## src/rtl/bcd_stopwatch_ctrl.sv

```systemverilog
// bcd_stopwatch_ctrl: start/stop/clear sequenced 3-digit BCD stopwatch with tick prescaler and terminal count
module bcd_inc (
  input  logic [11:0] d,
  output logic [11:0] q
);
  logic c0, c1;
  always_comb begin
    c0 = d[3:0] == 4'd9;
    c1 = c0 && d[7:4] == 4'd9;
    q[3:0] = c0 ? 4'd0 : d[3:0] + 4'd1;
    q[7:4] = c1 ? 4'd0 : c0 ? d[7:4] + 4'd1 : d[7:4];
    q[11:8] = c1 ? (d[11:8] == 4'd9 ? 4'd0 : d[11:8] + 4'd1) : d[11:8];
  end
endmodule

module bcd_stopwatch_ctrl #(
  parameter int TICK_DIV = 100000,
  parameter int WRAP = 1
) (
  input  logic        clk,
  input  logic        rst_n,
  input  logic        start,
  input  logic        stop,
  input  logic        clear,
  output logic [11:0] bcd_out,
  output logic        running,
  output logic        tc
);
  localparam int PW = TICK_DIV > 1 ? $clog2(TICK_DIV) : 1;
  localparam logic [PW-1:0] PMAX = PW'(TICK_DIV - 1);
  typedef enum logic [1:0] {IDLE, RUN, PAUSED, DONE} state_t;
  state_t state, state_nxt;
  logic [PW-1:0] psc, psc_nxt;
  logic [11:0] inc, bcd_nxt;
  logic tick, term, tc_nxt;
  bcd_inc u_inc (.d(bcd_out), .q(inc));
  always_comb begin
    tick = state == RUN && psc == PMAX;
    term = tick && bcd_out == 12'h999;
    psc_nxt = clear || tick ? '0 : state == RUN ? psc + PW'(1) : psc;
    bcd_nxt = clear ? 12'h000 : tick && !(term && WRAP == 0) ? inc : bcd_out;
    tc_nxt = term && !clear;
    state_nxt = clear ? IDLE
              : term && WRAP == 0 ? DONE
              : stop && state == RUN ? PAUSED
              : start && (state == IDLE || state == PAUSED) ? RUN
              : state;
  end
  always_ff @(posedge clk or negedge rst_n) begin
    if (!rst_n) begin
      state <= IDLE;
      psc <= '0;
      bcd_out <= 12'h000;
      tc <= 1'b0;
    end else begin
      state <= state_nxt;
      psc <= psc_nxt;
      bcd_out <= bcd_nxt;
      tc <= tc_nxt;
    end
  end
  assign running = state == RUN;
endmodule
```

## config.mk

```make
export PLATFORM = sky130hd
export DESIGN_NAME = bcd_stopwatch_ctrl
export DESIGN_NICKNAME = d
export VERILOG_FILES = /design/src/rtl/bcd_stopwatch_ctrl.sv
export SDC_FILE = /design/constraint.sdc
export NUM_CORES = 1
export LEC_CHECK = 0
export BUFFER_PORTS_ARGS = -buffer_cell sky130_fd_sc_hd__buf_4
export CAP_MARGIN = 10
export CORE_MARGIN = 2
export CORE_UTILIZATION = 40
export DETAILED_ROUTE_END_ITERATION = 8
export GPL_ROUTABILITY_DRIVEN = 0
export PLACE_DENSITY = 0.67
export SYNTH_ARGS = -nofsm -noshare
export SYNTH_HDL_FRONTEND = slang
export SYNTH_SLANG_ARGS = --single-unit
```

## constraint.sdc

```tcl
create_clock -name clk -period 2.32 [get_ports clk]
set_clock_uncertainty 0.15 [all_clocks]
set_input_delay 0.232 -clock clk [delete_from_list [all_inputs] [get_ports clk]]
set_output_delay 0.232 -clock clk [all_outputs]
set_load 0.02 [all_outputs]
```

# [Word level (Yosys, flattened, before mapping)]
# Cells that the tools add are included.
[word_totals] register_bits=32 inputBits=5 output_inout_bits=14 word_cells=46
[op_classes] addsub=4 eq_ne=7 muxes=12 reduce_logical=17
[ops] op="17-bit two-way mux" count=2
[ops] op="12-bit two-way mux" count=2
[ops] op="4-bit two-way mux" count=5
[ops] op="17-bit by 1-bit adder with 17-bit output, second input constant" count=1
[ops] op="17-bit == test, second input constant" count=1
[ops] op="4-bit by 1-bit adder with 4-bit output, second input constant" count=3
[ops] op="12-bit == test, second input constant" count=1
[ops] op="4-bit == test, second input constant" count=3
[ops] op="1-bit logical AND" count=6
[ops] op="2-bit two-way mux" count=3
[ops] op="2-bit nonzero test" count=3
[ops] op="3-bit nonzero test" count=2
[ops] op="2-bit AND reduction" count=2
[ops] op="2-bit by 1-bit == test with 1-bit output, second input constant" count=1
[ops] op="2-bit == test, second input constant" count=1
[ops] op="2-bit zero test" count=1
[ops] op="1-bit logical OR" count=2
[ops] op="1-bit zero test" count=1

# [Logic depth before layout (Yosys ltp)]
# Gate-level depths: netlist (run 1).
[logic_depth] ltp_word=6 depth_mapped=7

# [Cells and area by module]
# A second synthesis (run 1) with hierarchy kept.
[hier_totals] hier_cells=206 area_unflattened_um2=1875.5
[modules_own_cells] mod="bcd_stopwatch_ctrl" instances=1 cells_per_inst=164 area_per_inst_um2=1575.3 seq_area_each_um2=800.8
[modules_own_cells] mod="bcd_inc" instances=1 cells_per_inst=42 area_per_inst_um2=300.3 seq_area_each_um2=0.0

# [Worst setup path before layout (run 1)]
# Ideal clock, no wire load.
[synth_path] path_type="reg-to-reg" start="register bcd_out[4]" end="register bcd_out[11]" setup_ns=0.078 arrival_time_ns=1.972 required_time_ns=2.092 setup_slack_ns=0.120 stages_incl_launch_ff=7 path_buffers=1 path_cell_list="dfrtp_1 > ha_1 > nand3b_1 > or4_1 > buf_2 > or4_1 > a21oi_1"
[synth_via] elab_chain_cells=4
[synth_lines] item="start: declaration" line="25" source="output logic [11:0] bcd_out,"
[synth_lines] item="start signal: assignment" line="58" source="bcd_out <= bcd_nxt;"
[synth_lines] item="4-bit == test" line="9" source="c1 = c0 && d[7:4] == 4'd9;"
[synth_lines] item="1-bit logical AND" line="9"
[synth_lines] item="2-bit nonzero test (no line)"
[synth_lines] item="2-bit AND reduction (no line)"
# Every way passes these cells.
# A chain may end at the register's enable or synchronous reset.

# [Final worst setup path (run 1)]
[layout_path] start="register psc[0]" end="register bcd_out[8]"
[layout_via] elab_chain_cells=4
[layout_lines] item="start: declaration" line="33" source="logic [PW-1:0] psc, psc_nxt;"
[layout_lines] item="start signal: assignment" line="57" source="psc <= psc_nxt;"
[layout_lines] item="17-bit == test" line="38" source="tick = state == RUN && psc == PMAX;"
[layout_lines] item="1-bit logical AND" line="38"
[layout_lines] item="2-bit nonzero test (no line)"
[layout_lines] item="2-bit AND reduction (no line)"
# Every way passes these cells.

==> results of run 1 <==
==> what timing repair did <==
action | CTS | global route
setup endpoints to repair | 0 | 3
hold buffers | 1 | 0
setup buffers | 0 | 0
gates resized for setup | 0 | 1
hold endpoints to repair | 32 | 0
==> cell type report <==
class	instances	area [um2]	area share
clock buffer	5	68.82	0.03224
clock inverter	3	42.54	0.01993
inverter	10	37.54	0.01758
multi-input combinational	141	899.6	0.4215
sequential	32	800.8	0.3751
tap	52	65.06	0.03048
timing repair buffer	29	220.2	0.1032
==> sequential cells by signal, summed over array words and instances, names as in the netlist <==
signal	count
state	2
psc	17
bcd_out	12
tc	1
==> worst reg2reg max path: stages, from the launching register on <==
cell     delay (ns)
dfrtp_1        0.38
ha_1           0.18
nand4_1        0.16
or4_4          0.60
or4_1          0.52
a21oi_1        0.15
==> metrics by stage <==
stage	utilization	setup WS [ns]	hold WS [ns]	area [um2]	power (W)
after CTS	0.4928	0.03437	0.07215	2131	0.001177
after detailed placement	0.4647	0.08093	0.04411	2009	0.0006279
after floorplan	-	0.1199	-0.2136	1775	0.0006035
final	0.4936	0.1065	0.07780	2135	0.001156
after global placement	0.4647	0.1274	0.05137	2009	0.0006276
after global routing	0.4936	0.001877	0.08708	2135	0.001200
==> Yosys cell counts, types with 5 or more instances <==
cell | count | area (um2)
nor4_1 | 5 | 31.28
o21ai_0 | 10 | 50.05
or4_1 | 8 | 60.06
ha_1 | 7 | 87.58
nand3_1 | 7 | 35.03
nand4_1 | 8 | 50.05
a21oi_1 | 15 | 75.07
nand2_1 | 7 | 26.28
xnor2_1 | 10 | 87.58
inv_1 | 10 | 37.54
dfrtp_1 | 32 | 800.8
nor3_1 | 6 | 30.03
or3_1 | 6 | 37.54
nor2_1 | 19 | 71.32
clkbuf_1 | 7 | 26.28
==> cell usage in the layout, fill, tap and decap left out, drive strengths merged, types with 2 or more instances in the layout <==
cell and n:
nor4 5, dfrtp 32, nor4b 3, ha 7, inv 10, nor3 6, and3b 4, buf 28
or4 8, nand4 8, xnor2 10, clkbuf 5, nand2 7, xor2 2, o31ai 4, a21oi 15
nand2b 4, nor2b 2, or3 6, or2 2, nand3 7, nand3b 3, o21ai 10, nor2 19
==> logic make-up (layout without fill, tap and decap cells) <==
| family | Yosys count | in the layout | synth area share |
|---|---|---|---|
| and+or+nand+nor | 87 | 87 | 0.2798 |
| AOI/OAI and AO/OA | 33 | 33 | 0.1043 |
| DFF | 32 | 32 | 0.4510 |
| buffers and inverters | 20 | 47 | 0.04440 |
| xor gates and xnor gates | 12 | 12 | 0.05920 |
| adders and majority gates | 7 | 7 | 0.04933 |
| muxes | 2 | 2 | 0.01198 |
==> metal layers <==
layer,GRT usage,vias to the layer above
met5,0,-
met4,0.07338,0
met3,0.05556,11
met2,0.2610,37
met1,0.1933,725
li1,-,749
==> worst max-delay path by stage <==
stage,startpoint,end,slack (ns),depth (start not counted)
after floorplan,bcd_out[4]$_DFFE_PN0P_,bcd_out[11]$_DFFE_PN0P_,0.12,6
after global placement,psc[0]$_DFFE_PN0P_,bcd_out[8]$_DFFE_PN0P_,0.13,5
after detailed placement,psc[0]$_DFFE_PN0P_,bcd_out[11]$_DFFE_PN0P_,0.08,5
after CTS,psc[0]$_DFFE_PN0P_,bcd_out[8]$_DFFE_PN0P_,0.03,5
after global routing,psc[0]$_DFFE_PN0P_,bcd_out[8]$_DFFE_PN0P_,0.002,5
final,psc[0]$_DFFE_PN0P_,bcd_out[8]$_DFFE_PN0P_,0.11,5
==> where the power goes <==
part	internal, W	switching, W	leakage, nW
Sequential	0.000562	0.00000459	0.445
Combinational	0.0000168	0.0000333	0.400
Clock	0.000318	0.000221	0.0541
Total	0.000897	0.000259	0.899
==> summary.md, run 1 <==
| Metric | Value |
|---|---|
| Status | `finished clean` |
| Dpl cells | `roughly 260` |
| Slew margin rel. | `0.7154` |
| Routed length per instance | `roughly 14 um` |
| Inserted Diodes | `0` |
| Maximum buffer depth of the clock tree | `2` |
| Post-Syn Instances | `between 150 and 200` |
| Worst path arrival time | `around 2.3 ns` |
| DR iter-0 viols | `between 100 and 150` |
| Setup TNS | `0 ns` |
| Layout cells sized above 1 | `0.1818` |
| Initial Utilization | `0.4106` |
| Critical Path RT | `2.40 ns` |
| Total die area | `between 0.004 and 0.005 mm2` |
| Worst Hold Class | `primary input to flip-flop` |
| # rows | `24` |
| IO Port Bufs | `18` |
| Worst-path clk slew | `~0.08 ns` |
| Latest clock arrival within the worst-skew pair | `a little under 0.3 ns` |
| Worst Path Max Fanout | `8` |
| Reg2Reg Depth | `5` |
| Ys async rst share | `1.000` |
| Gr ovfl total | `0` |
| Metal-1 WL | `~1.7 mm` |
| First-pass GRT wire length | `about 6.3 mm` |
| Vias | `1,522` |
| TritonCTS buffer count | `5` |
| Hold Path Origin | `stop` |
| Setup violators final | `0` |
| Max Slew Vio Count | `0` |
| Reg2reg end | `bcd_out[8]$_DFFE_PN0P_` |
| Core ar. | `around 0.0043 mm2` |
| Die H | `about 71 um` |
| Endpoints failing hold | `0` |
| WL final | `approximately 3.7 mm` |
| Post-Syn Area | `around 0.0018 mm2` |
| Top_reg_cell synth | `dfrtp_1` |
| Hold path cells | `3` |
| Met2 Wirelength | `~1.8 mm` |
| Initial antenna violation count | `0` |
| Uppermost layer routed | `met4` |
| Sink Count | `32` |
| Final worst path period need | `approximately 2.2 ns` |
| # fillers | `416` |
| Syn Nets | `about 210` |
| Total GRT Usage | `0.1608` |
| CTS root buffer | `clkbuf_8` |
| Detailed-placement wirelength estimate | `2.525 mm` |
| Max Cap Viol | `0` |
| Largest net degree at the start of global routing | `33` |
| Fin cells | `roughly 270` |
| Netlist cell types | `33` |
| Hold Path End | `state[1]$_DFFE_PN0P_` |
| R2R Path Start | `psc[0]$_DFFE_PN0P_` |
| Syn Area/Cell | `roughly 9 um2` |
| Synth warnings | `0` |
| Leak pwr | `0.8990 nW` |
| Vias/cell | `about 5.6` |
| Drt pass-1 iters | `5` |
| Layout area overhead | `20.23%` |
| CP cell instances | `ha_1 > nand4_1 > or4_4 > or4_1 > a21oi_1` |
| WL met3 | `between 200 and 250 um` |
| Fin crit share | `0.9541` |
| Max VDD drop | `between 0.3 and 0.4 mV` |
| Number of global-route vias before repair | `around 1,400` |
| # nets final | `approximately 230` |
| P per Cell Area | `541.3 mW/mm2` |
| RSZ-0062 raised after global routing | `false` |
| Fmax achieved | `451.8 MHz` |
| Crit Path Category | `flip-flop to flip-flop` |
| DRC viols | `0` |
| Flops & latches, synth | `32` |
| Slowest CP cell | `or4_4` |
| Kind of end point of the critical path | `flip-flop` |
| CTS tree | `done` |
| CP Buf/Inv Count | `0` |
| Antenna viol nets, final | `0` |
| CP startpoint kind | `flip-flop` |
| IO Pins | `19` |
| Worst-Margin Slew | `roughly 0.42 ns` |
| Number of synthesized flops with an enable pin | `0` |
| Slowest stage delay, CP | `approximately 0.6 ns` |
| Crit-path leading delay family | `simple AND/OR/NAND/NOR gates` |
| Reg2reg setup slack | `~0.11 ns` |
| # H-tree levels | `2` |
| Register area share after synthesis | `0.4510` |
| Die extent in x | `~71 um` |
No activity file was read; power rests on OpenSTA's default activity.
==> run 2, diff against run 1 <==
--- a/config.mk
+++ b/config.mk
@@ -11,7 +11,7 @@
 export CORE_UTILIZATION = 40
 export DETAILED_ROUTE_END_ITERATION = 8
 export GPL_ROUTABILITY_DRIVEN = 0
-export PLACE_DENSITY = 0.67
+export PLACE_DENSITY = 0.6
 export SYNTH_ARGS = -nofsm -noshare
 export SYNTH_HDL_FRONTEND = slang
 export SYNTH_SLANG_ARGS = --single-unit
==> summary.md, run 2 (synthesis gave the netlist of run 1 again) <==
| Metric | Value |
|---|---|
| Status | `finished clean` |
| Vias | `roughly 1,500` |
| Register area | `~800 um2` |
| Hold Path End | `state[1]$_DFFE_PN0P_` |
| P per Cell Area | `478.9 mW/mm2` |
| Dpl cells | `260` |
| Worst path arrival time | `~2.3 ns` |
| CP startpoint kind | `flip-flop` |
| Hold Path Origin | `stop` |
| Reg2reg setup slack | `0.10 ns` |
| Setup violators final | `0` |
| Initial Utilization | `0.4106` |
| Gr ovfl total | `0` |
| Crit-path leading delay family | `simple AND/OR/NAND/NOR gates` |
| Max Slew Vio Count | `0` |
| Antenna viol nets, final | `0` |
| Hold path cells | `3` |
| Max reg flops | `17` |
| WL final | `approximately 3.8 mm` |
| Sink Count | `32` |
| Drt pass-1 iters | `4` |
| Detailed-placement wirelength estimate | `roughly 2.7 mm` |
| Worst Hold Class | `primary input to flip-flop` |
| Largest net degree at the start of global routing | `33` |
| Endpoints failing hold | `0` |
| Max VDD drop | `~0.36 mV` |
| Vias/cell | `5.670` |
| Die H | `70.63 um` |
| Total GRT Usage | `0.1677` |
| Layout cells sized above 1 | `0.1721` |
| Initial antenna violation count | `0` |
| Crit Path Category | `flip-flop to flip-flop` |
| Slowest CP cell | `or4_4` |
| CP cell instances | `inv_1 > ha_1 > nand3b_1 > or4_4 > or4_1 > a21oi_2` |
| Die extent in x | `70.63 um` |
| Maximum buffer depth of the clock tree | `2` |
| Fmax achieved | `451.3 MHz` |
| Worst Path Max Fanout | `7` |
| Slew margin rel. | `0.7005` |
| Max Cap Viol | `0` |
| # H-tree levels | `2` |
| IO Pins | `19` |
| Final worst path period need | `roughly 2.2 ns` |
| CTS tree | `done` |
| Layout area overhead | `17.34%` |
| CP Buf/Inv Count | `1` |
| Kind of end point of the critical path | `flip-flop` |
| First-pass GRT wire length | `between 6 and 7 mm` |
| Fin crit share | `0.9552` |
| Setup TNS | `0 ns` |
| Top Registers | `psc (17), bcd_out (12), state (2)` |
| Area of the multi-input gates | `approximately 910 um2` |
| Worst-path clk slew | `0.06 ns` |
| Slowest stage delay, CP | `0.58 ns` |
| Latest clock arrival within the worst-skew pair | `0.28 ns` |
| # rows | `24` |
| Total die area | `0.004988 mm2` |
| DRC viols | `0` |
| IO Port Bufs | `18` |
| Most frequent cells in the layout | `dfrtp_1 (32), buf_4 (26), nor2_1 (19), a21oi_1 (14)` |
| Fin cells | `267` |
| Reg2Reg Depth | `6` |
| Critical Path RT | `approximately 2.4 ns` |
| TritonCTS buffer count | `5` |
| Core ar. | `0.004324 mm2` |
| Reg2reg end | `bcd_out[9]$_DFFE_PN0P_` |
| RSZ-0062 raised after global routing | `false` |
| Routed length per instance | `approximately 14 um` |
| # nets final | `between 200 and 250` |
| Number of global-route vias before repair | `about 1,500` |
| Worst-Margin Slew | `~0.44 ns` |
| DR iter-0 viols | `62` |
| CTS root buffer | `clkbuf_8` |
| Biggest register | `psc` |
| R2R Path Start | `bcd_out[5]$_DFFE_PN0P_` |
| # fillers | `425` |
| Leak pwr | `approximately 0.87 nW` |
| Inserted Diodes | `0` |
| Commonest non-fill, non-tap cell in the layout | `dfrtp_1` |
[run 2: cell count changes in the layout (fill, tap and decap cells not counted), sizes merged]
cell / delta
buf: -2
clkinv: -1
clkinvlp: -1
bufinv: -1
[run 2: area by class of cell]
cell class / instances / share of cell area
Sequential cell: 32 / 0.3844
Inverter: 10 / 0.01802
Tap cell: 52 / 0.03123
Timing Repair Buffer: 27 / 0.09850
Clock buffer: 5 / 0.03303
Multi-Input combinational cell: 141 / 0.4348
[run 2: power by group]
group          internal, W  switching (W)
combinational    0.0000168      0.0000338
clock             0.000193       0.000186
sequential        0.000563     0.00000465
total             0.000773       0.000225
[run 2: how the worst max path moves through the flow]
| stage | startpoint | end | slack [ns] | depth (start not counted) |
|---|---|---|---|---|
| 6_report | bcd_out[5]$_DFFE_PN0P_ | bcd_out[9]$_DFFE_PN0P_ | 0.10 | 6 |
| 3_3_place_gp | psc[0]$_DFFE_PN0P_ | bcd_out[9]$_DFFE_PN0P_ | 0.11 | 5 |
| 3_5_place_dp | psc[0]$_DFFE_PN0P_ | bcd_out[9]$_DFFE_PN0P_ | 0.01 | 5 |
| 2_1_floorplan | bcd_out[4]$_DFFE_PN0P_ | bcd_out[11]$_DFFE_PN0P_ | 0.12 | 6 |
| 4_1_cts | psc[0]$_DFFE_PN0P_ | bcd_out[9]$_DFFE_PN0P_ | 0.08 | 5 |
| 5_1_grt | bcd_out[5]$_DFFE_PN0P_ | bcd_out[9]$_DFFE_PN0P_ | 0.02 | 6 |
[run 2: tightest hold or removal path: cells and delay by family]
| kind | cells | cell delay, ns |
|---|---|---|
| buffers and inverters | 1 | 0.09 |
| and+or+nand+nor | 1 | 0.08 |
| AOI/OAI and AO/OA | 1 | 0.07 |
[run 2: what timing repair did]
action	4_1_cts	5_1_grt
endpoints found under the setup margin	1	2
resized for setup	1	2
pin swaps	0	1
hold buffers	1	0
setup buffers	0	1
hold endpoints to repair	32	0
[run 2: metal layers]
layer / wire length, um / global-route usage / vias up
met5: 0 / 0 / -
li1: - / - / 733
met4: 102 / 0.07757 / 0
met1: 1770 / 0.2128 / 732
met3: 161 / 0.03561 / 11
met2: 1793 / 0.2757 / 38
[run 2: per-stage QoR]
step | instance area, um2 | total power (W) | hold WS [ns] | utilization | setup WS (ns)
2_1_floorplan | 1775 | 0.0006035 | -0.2136 | - | 0.1199
3_3_place_gp | 1987 | 0.0006257 | 0.04111 | 0.4595 | 0.1117
3_5_place_dp | 1987 | 0.0006286 | 0.04877 | 0.4595 | 0.01221
4_1_cts | 2069 | 0.001007 | 0.08200 | 0.4786 | 0.08401
5_1_grt | 2083 | 0.001040 | 0.1192 | 0.4818 | 0.01653
6_report | 2083 | 0.0009977 | 0.08040 | 0.4818 | 0.1040
